**src/rtl/bcd_scan_decoder.sv**
```systemverilog
// bcd_scan_decoder: accepts a packed BCD word and presents its digits one per
// accepted output cycle as a one-hot decode with index, last and error flags.
// Optional feature: define BCD_SCAN_DECODER_XS3_EN to add the out_xs3 port
// (excess-3 code of the current digit, registered with out_onehot).
module bcd_scan_decoder #(
  parameter int DIGITS = 4
) (
  input  logic                  clk,
  input  logic                  rst_n,
  input  logic                  in_valid,
  output logic                  in_ready,
  input  logic [4*DIGITS-1:0]   in_data,
  output logic                  out_valid,
  input  logic                  out_ready,
  output logic [9:0]            out_onehot,
  output logic [((DIGITS > 1) ? $clog2(DIGITS) : 1)-1:0] out_idx,
  output logic                  out_last,
  output logic                  out_err,
  output logic                  err_seen
`ifdef BCD_SCAN_DECODER_XS3_EN
  ,
  output logic [3:0]            out_xs3
`endif
);

  localparam int IDXW = (DIGITS > 1) ? $clog2(DIGITS) : 1;
  localparam logic [IDXW-1:0] LAST_IDX = IDXW'(DIGITS - 1);

  typedef enum logic {
    IDLE = 1'b0,
    SCAN = 1'b1
  } state_t;

  state_t state, state_nxt;

  logic [4*DIGITS-1:0] word_p0;
  logic [4*DIGITS-1:0] src_word;
  logic                vld_p1;
  logic [9:0]          onehot_p1;
  logic [IDXW-1:0]     idx_p1;
  logic                last_p1;
  logic                err_p1;
  logic                seen_p1;
`ifdef BCD_SCAN_DECODER_XS3_EN
  logic [3:0]          xs3_p1;
`endif

  logic                accept;
  logic                adv;
  logic                done;
  logic [IDXW-1:0]     sel_idx;
  logic [3:0]          sel_dig;

  function automatic logic bcd_invalid(input logic [3:0] d);
    return (d > 4'd9);
  endfunction

  function automatic logic [9:0] bcd_onehot(input logic [3:0] d);
    logic [9:0] oh;
    oh = '0;
    if (!bcd_invalid(d)) oh = 10'b1 << d;
    return oh;
  endfunction

  function automatic logic [3:0] bcd_xs3(input logic [3:0] d);
    logic [3:0] x;
    x = 4'h0;
    if (!bcd_invalid(d)) x = d + 4'd3;
    return x;
  endfunction

  assign accept = in_valid && in_ready;
  assign adv    = vld_p1 && out_ready && !last_p1;
  assign done   = vld_p1 && out_ready && last_p1;

  // State register; reset drops any word in flight.
  always_ff @(posedge clk or negedge rst_n) begin
    if (!rst_n) state <= IDLE;
    else        state <= state_nxt;
  end

  // Next state and input handshake: one word at a time, no overlap.
  always_comb begin
    state_nxt = state;
    in_ready  = 1'b0;
    case (state)
      IDLE: begin
        in_ready = 1'b1;
        if (in_valid) state_nxt = SCAN;
      end
      SCAN: begin
        if (done) state_nxt = IDLE;
      end
      default: state_nxt = IDLE;
    endcase
  end

  // Pick the digit to load next: digit 0 of the incoming word on acceptance,
  // otherwise the digit after the one currently presented.
  always_comb begin
    src_word = accept ? in_data : word_p0;
    sel_idx  = accept ? '0 : (idx_p1 + IDXW'(1));
    sel_dig  = 4'h0;
    for (int i = 0; i < DIGITS; i++) begin
      if (sel_idx == IDXW'(i)) sel_dig = src_word[4*i +: 4];
    end
  end

  // ---- stage p0: captured word ----
  // Hold the accepted word for the whole scan.
  always_ff @(posedge clk or negedge rst_n) begin
    if (!rst_n)      word_p0 <= '0;
    else if (accept) word_p0 <= in_data;
  end

  // ---- stage p1: presented digit ----
  // Output valid and the sticky error flag, which restarts with each word.
  always_ff @(posedge clk or negedge rst_n) begin
    if (!rst_n) begin
      vld_p1  <= 1'b0;
      seen_p1 <= 1'b0;
    end else begin
      if (accept)    vld_p1 <= 1'b1;
      else if (done) vld_p1 <= 1'b0;
      if (accept)    seen_p1 <= bcd_invalid(sel_dig);
      else if (adv)  seen_p1 <= seen_p1 | bcd_invalid(sel_dig);
    end
  end

  // Decoded fields change only when a new digit is loaded, so they hold
  // steady while the consumer stalls.
  always_ff @(posedge clk or negedge rst_n) begin
    if (!rst_n) begin
      onehot_p1 <= '0;
      idx_p1    <= '0;
      last_p1   <= 1'b0;
      err_p1    <= 1'b0;
`ifdef BCD_SCAN_DECODER_XS3_EN
      xs3_p1    <= 4'h0;
`endif
    end else if (accept || adv) begin
      onehot_p1 <= bcd_onehot(sel_dig);
      idx_p1    <= sel_idx;
      last_p1   <= (sel_idx == LAST_IDX);
      err_p1    <= bcd_invalid(sel_dig);
`ifdef BCD_SCAN_DECODER_XS3_EN
      xs3_p1    <= bcd_xs3(sel_dig);
`endif
    end
  end

  assign out_valid  = vld_p1;
  assign out_onehot = onehot_p1;
  assign out_idx    = idx_p1;
  assign out_last   = last_p1;
  assign out_err    = err_p1;
  assign err_seen   = seen_p1;
`ifdef BCD_SCAN_DECODER_XS3_EN
  assign out_xs3    = xs3_p1;
`endif

endmodule

```
**config.mk**
```make
export PLATFORM = sky130hd
export DESIGN_NAME = bcd_scan_decoder
export DESIGN_NICKNAME = d
export VERILOG_FILES = /design/src/rtl/bcd_scan_decoder.sv
export SDC_FILE = /design/constraint.sdc
export NUM_CORES = 1
export LEC_CHECK = 0
export ABC_AREA = 1
export CAP_MARGIN = 20
export CORE_ASPECT_RATIO = 0.7
export CORE_MARGIN = 10
export CORE_UTILIZATION = 33
export CTS_CLUSTER_DIAMETER = 60
export CTS_CLUSTER_SIZE = 40
export DETAILED_ROUTE_END_ITERATION = 10
export REMOVE_ABC_BUFFERS = 1
export SYNTH_ARGS = -nofsm -noshare
export SYNTH_HDL_FRONTEND = slang
export SYNTH_SLANG_ARGS = --single-unit
```
**constraint.sdc**
```tcl
create_clock -name clk -period 1.5 [get_ports clk]
set_input_delay 0.15 -clock clk [delete_from_list [all_inputs] [get_ports clk]]
set_output_delay 0.15 -clock clk [all_outputs]
set_load 0.02 [all_outputs]
```
==> run metrics, run 1 <==
run status finished with violations; failing checks negative setup slack; Rows 21; clock root buffer clkbuf_8; Inst Count DP 328; cell count of the worst reg-to-reg path 10; antenna-violating nets left 0; CTS Buffer Depth 2; fin cells 349; GPL Wtd Cong approximately 0.8; Final Worst Setup Slack -0.131 ns; Clock Latency Late Sink 0.28 ns; vias in the first global route 1520; DP HPWL 3.22 mm; Comb pwr share 0.650; CP startpoint kind flip-flop; synthesis-stage register bit count 33; relative slew slack 0.721; post-route cell area between 2000 and 3000 sq um; Crit path required time 1.66 ns; CTS tree done; unrepaired setup endpoints after global routing true; Max Clock Freq ~610 MHz; mapped cell area ~1600 sq um; DRC 0; worst reg2reg path startpoint state; Synth top area share 0.508; CTS Buf Count 5; die height 78.7 um; antenna violations before repair 0; CTS H-tree lvls 2; Max Cap Violations 0; Placement Setup Slack -0.411 ns; IO Count 37; top cells by area, synth dfrtp_1, nand2_1, nand3_1; worst path buffer plus inverter count 3; Final nets 300; switching part of the total 0.444; Psw 2.70 mW; IO Port Bufs 36; Pre-antenna DRT Iters 4; die area 8180 sq um; clock transition at the registers of the reported paths 0.06 ns; Critical Path Stages 10; Area Overhead vs Synth 65.0%; Slowest-stage cell, CP dfrtp_1; CP Capture Type flip-flop; die width 104 um; area of the core 4780 sq um; Final Critical Period 1.63 ns; pin count of the biggest net entering global routing 34; layout cells sized above 1 0.393; initial core utilization 0.340; worst slew pin tran 0.419 ns; Setup violations, final 12; Worst path max stage delay 0.41 ns; crit path kind reg -> reg; vias post-DR 1538; Routed WL ~4.7 mm; crit-path cells inv_4 > nand2_8 > buf_8 > nand2_4 > nand2_2 > nand2_2 > nand3_4 > buf_4 > o21ai_0 > o21bai_1; gr usage total 0.106; clk sinks 33; type of the worst min-delay path in -> async; Mapped Avg Cell Area 7.93 sq um; Sum Neg Setup Slack -1.41 ns; WL/cell about 14 um; fin. max-slew vios 0; final critical-path share of the clock period 1.09; cell-internal power 3.38 mW; most used cell, CP nand2_2; Antenna diodes 0; register area share after synthesis 0.508; CP startpoint state; sequential cell fraction of total power 0.240; pwr dens roughly 2300 nW/um^2; Vias/cell 4.41; first-pass GRT wire length 7.09 mm; WP data arrival 1.79 ns; Clock Power Share 0.110; Yosys warnings 0; Post-DP Area 2210 sq um; LEAKAGE 1.36 nW; Max IR drop VDD 0.959 mV; CP top delay family buffers and inverters; CP Max Fanout 8; FILL cells 466; Hold Vio Cnt, Final 0; worst clock skew 0.00222 ns; Starting DRT DRC Count 50; Synth Instances 205; count of different cell masters after synthesis 24; area leader, netlist dfrtp_1; grt total ovfl 0
state kept, by name (all words and copies together) (netlist names):
| signal | flops |
|---|---|
| err_seen | 1 |
| out_err | 1 |
| out_idx | 2 |
| out_last | 1 |
| out_onehot | 10 |
| out_valid | 1 |
| state | 1 |
| word_p0 | 16 |
timing repair:
item	CTS	global route
setup buffers	4	9
setup endpoints to repair	15	16
hold buffers	0	0
pin swaps	8	25
gates resized for setup	21	60
gates cloned	0	1
final timing paths:
check,slack (ns),to
min in group clk,0.44,word_p0[12]
setup / recovery,-0.13,out_onehot[8]
hold reg to reg,0.48,out_onehot[0]
setup reg to reg,-0.13,out_onehot[8]
hold / removal,0.28,word_p0[11]
max in group asynchronous,0.92,out_onehot[7]
layer usage:
| layer | global-route usage | part of all wire | vias to the layer above |
|---|---|---|---|
| li1 | - | - | 774 |
| met1 | 0.144 | 0.50 | 724 |
| met4 | 0.0291 | 0.0065 | 0 |
| met3 | 0.0444 | 0.054 | 6 |
| met5 | 0 | 0 | - |
| met2 | 0.151 | 0.44 | 34 |
power groups by stage:
stage / clock network, mW / logic (mW) / registers, mW
floorplan: 0 / 1.45 / 1.65
global placement: 0 / 2.81 / 1.44
detailed placement: 0 / 2.84 / 1.45
CTS: 0.681 / 3.13 / 1.44
global route: 0.731 / 4.31 / 1.50
finish: 0.666 / 3.95 / 1.46
cell families after synthesis:
family          after synthesis  synth area share
compound gates               11            0.0377
simple gates                128             0.367
flops                        33             0.508
buf+inv                      33            0.0870
worst reg2reg max path, cell delays in order (launching register included):
cell,delay (ns)
dfrtp_1,0.41
inv_4,0.11
nand2_8,0.09
buf_8,0.17
nand2_4,0.06
nand2_2,0.06
nand2_2,0.08
nand3_4,0.10
buf_4,0.14
o21ai_0,0.21
o21bai_1,0.09
cell type report:
cell class                 count  area (sq um)  area share
multi-input combinational    139           886       0.330
timing repair buffer          73           687       0.256
inverter                      28           110      0.0411
sequential                    33           826       0.308
clock buffer                   7          86.3      0.0322
tap                           69          86.3      0.0322
cells in the final DEF (no fill, tap or decap), types with 3 or more instances in the layout:
| cell | n |
|---|---|
| inv_2 | 10 |
| clkdlybuf4s50_1 | 31 |
| nand3_4 | 3 |
| nand2_2 | 21 |
| and2_1 | 4 |
| dfrtp_1 | 33 |
| nor2_1 | 4 |
| o21ai_0 | 6 |
| clkbuf_8 | 6 |
| nand3b_1 | 3 |
| nand3_1 | 11 |
| buf_4 | 28 |
| nand2_1 | 54 |
| nor2_2 | 4 |
| buf_6 | 7 |
| nand2_4 | 6 |
| nor2_4 | 9 |
| inv_1 | 16 |
| nand3_2 | 5 |
per-stage QoR:
stage                util  power [mW]  hold WS [ns]
floorplan               -        3.10        -0.146
global route        0.561        6.54         0.327
global placement    0.462        4.26         0.453
finish              0.561        6.08         0.281
CTS                 0.498        5.25         0.295
detailed placement  0.462        4.29         0.460
Yosys cell counts (all sizes together):
library cell / instances
nand3: 19
dfrtp: 33
nand2: 82
nand3b: 3
nor3: 2
clkinv: 1
nor2: 18
inv: 27
and2: 4
clkbuf: 1
o21ai: 10
buf: 4
o21bai: 1
(Power assumes the default switching activity.)
==> run 2: changes to the inputs <==
HOLD_SLACK_MARGIN = 0.12   (was not set)
clock period = 1.7 ns   (was 1.5 ns; I/O delays follow)
==> run metrics, run 2 (synthesized netlist as in run 1, its figures left out) <==
first-pass GRT wire length 7.19 mm (+1.4%); switching part of the total 0.441 (-0.00293); sequential cell fraction of total power 0.245 (+0.005); initial core utilization 0.340 (unchanged); final critical-path share of the clock period 0.976 (-0.112); CTS Buf Count 5 (unchanged); Max IR drop VDD 0.792 mV (-17%); commonest non-fill, non-tap cells in the layout nand2_1, clkdlybuf4s50_1, dfrtp_1, buf_4, nand2_2; Rows 21 (unchanged); unrepaired setup endpoints after global routing true; Comb pwr share 0.638 (-0.012); Routed WL 4.71 mm (-0.68%); vias post-DR 1494 (-2.9%); Area Overhead vs Synth 60.3%; Final nets 294 (-2.0%); reg2reg setup slack 0.04 ns (+0.17 ns); fin. max-slew vios 0 (unchanged); WL/cell 13.7 um (+1.1%); DRC 0 (unchanged); CTS H-tree lvls 2 (unchanged); die height 78.7 um (unchanged); pin count of the biggest net entering global routing 34 (unchanged); antenna violations before repair 0 (unchanged); Pre-antenna DRT Iters 4 (unchanged); CTS Buffer Depth 2 (unchanged); area of the core 4780 sq um (unchanged); Antenna diodes 0 (unchanged); relative slew slack 0.703 (-0.0176); Final Critical Period 1.66 ns (+0.0275 ns); Clock Power Share 0.117 (+0.007); LEAKAGE 1.32 nW (-2.9%); Hold Vio Cnt, Final 0 (unchanged); die area 8180 sq um (unchanged); cell-internal power 2.95 mW (-13%); worst clock skew 0.00809 ns (+0.00587 ns); pwr dens 2020 nW/um^2 (-11%); CP Max Fanout 7 (-1); Setup violations, final 0 (-12); antenna-violating nets left 0 (unchanged); Psw 2.32 mW (-14%); GPL Wtd Cong 0.802 (-0.21%); DP HPWL 3.28 mm (+1.9%); IO Count 37 (unchanged); Starting DRT DRC Count 64 (+28%); worst slew pin tran 0.446 ns (+0.0264 ns); Inst Count DP 322 (-1.8%); CTS tree done; die width 104 um (unchanged); type of the worst min-delay path in -> async; clock root buffer clkbuf_8; hold-fix buffer count after cts 0 (unchanged); CP startpoint kind flip-flop; CP Capture Type flip-flop; Clock Latency Late Sink 0.30 ns (+0.02 ns); clk sinks 33 (unchanged); max FFs per register 16 (unchanged); run status finished clean; largest reg by FF count word_p0; clock transition at the registers of the reported paths 0.07 ns (about the same); grt total ovfl 0 (unchanged); fin util 0.545 (-0.0160); vias in the first global route 1455 (-4.3%); Max Clock Freq 603 MHz (-1.7%); layout cells sized above 1 0.369 (-0.0242); gr usage total 0.110 (+0.00389); commonest non-fill, non-tap cell in the layout nand2_1; IO Port Bufs 36 (unchanged); Crit path required time 1.93 ns (+0.27 ns); WP data arrival 1.89 ns (+0.10 ns); fin cells 343 (-1.7%); Vias/cell 4.36 (-1.2%); Max Cap Violations 0 (unchanged); crit path kind reg -> reg
[run 2: area by class of cell]
cell class                      count  area (sq um)
Tap cell                           69          86.3
Fill cell                         465          2180
Clock buffer                        7          86.3
Multi-Input combinational cell    139           846
Inverter                           28           108
Timing Repair Buffer               67           652
Sequential cell                    33           827
[run 2: what timing repair did]
action                                 4_1_cts  5_1_grt
pin swaps                                    2       24
gates resized for setup                      3       61
endpoints found under the hold margin        0        0
setup endpoints to repair                    9       14
buffers inserted                             3       10
cloned                                       0        1
[run 2: final timing paths]
| check | to | cells after the start | startpoint |
|---|---|---|---|
| max reg2reg | out_onehot[0] | 12 | state |
| max in group asynchronous | out_idx[0] | 2 | rst_n |
| min in group clk | word_p0[5] | 4 | in_valid |
| min reg2reg | word_p0[5] | 2 | word_p0[5] |
| min | word_p0[3] | 2 | rst_n |
| max | out_onehot[0] | 12 | state |
[run 2: power by group through the flow]
| stage | Clock (mW) | Combinational, mW | Sequential (mW) |
|---|---|---|---|
| 6_report | 0.614 | 3.36 | 1.29 |
| 4_1_cts | 0.615 | 2.50 | 1.28 |
| 5_1_grt | 0.664 | 3.67 | 1.33 |
| 2_1_floorplan | 0 | 1.28 | 1.46 |
| 3_3_place_gp | 0 | 2.39 | 1.28 |
| 3_5_place_dp | 0 | 2.42 | 1.29 |
[run 2: critical path, stage by stage (launching register included)]
cell and delay [ns]:
dfrtp_1 0.39, inv_2 0.13, nand2_8 0.11, buf_6 0.15, nand3_2 0.06, inv_2 0.07
nand2_2 0.08, nand3_4 0.10, nor2_8 0.16, inv_4 0.05, nor2_4 0.17, nand2_2 0.08
nand2_2 0.05
[run 2: per-stage QoR]
| step | worst slack, ns | instance area, sq um | hold slack, ns | setup TNS [ns] | power, mW |
|---|---|---|---|---|---|
| after global placement | -0.208 | 2160 | 0.453 | -2.20 | 3.68 |
| after floorplan | -0.0135 | 1590 | -0.126 | -0.0270 | 2.74 |
| final | 0.0411 | 2610 | 0.277 | 0 | 5.27 |
| after global routing | -0.0790 | 2610 | 0.326 | -0.559 | 5.67 |
| after CTS | 0.00890 | 2280 | 0.301 | 0 | 4.40 |
| after detailed placement | -0.264 | 2160 | 0.458 | -2.83 | 3.72 |
[run 2: layer usage]
metal	vias to the layer above	global-route usage	routed length (um)	part of all wire
li1	761	-	-	-
met3	5	0.0492	276	0.059
met4	0	0.0332	53	0.011
met2	42	0.146	1970	0.42
met1	686	0.155	2410	0.51
met5	-	0	0	0
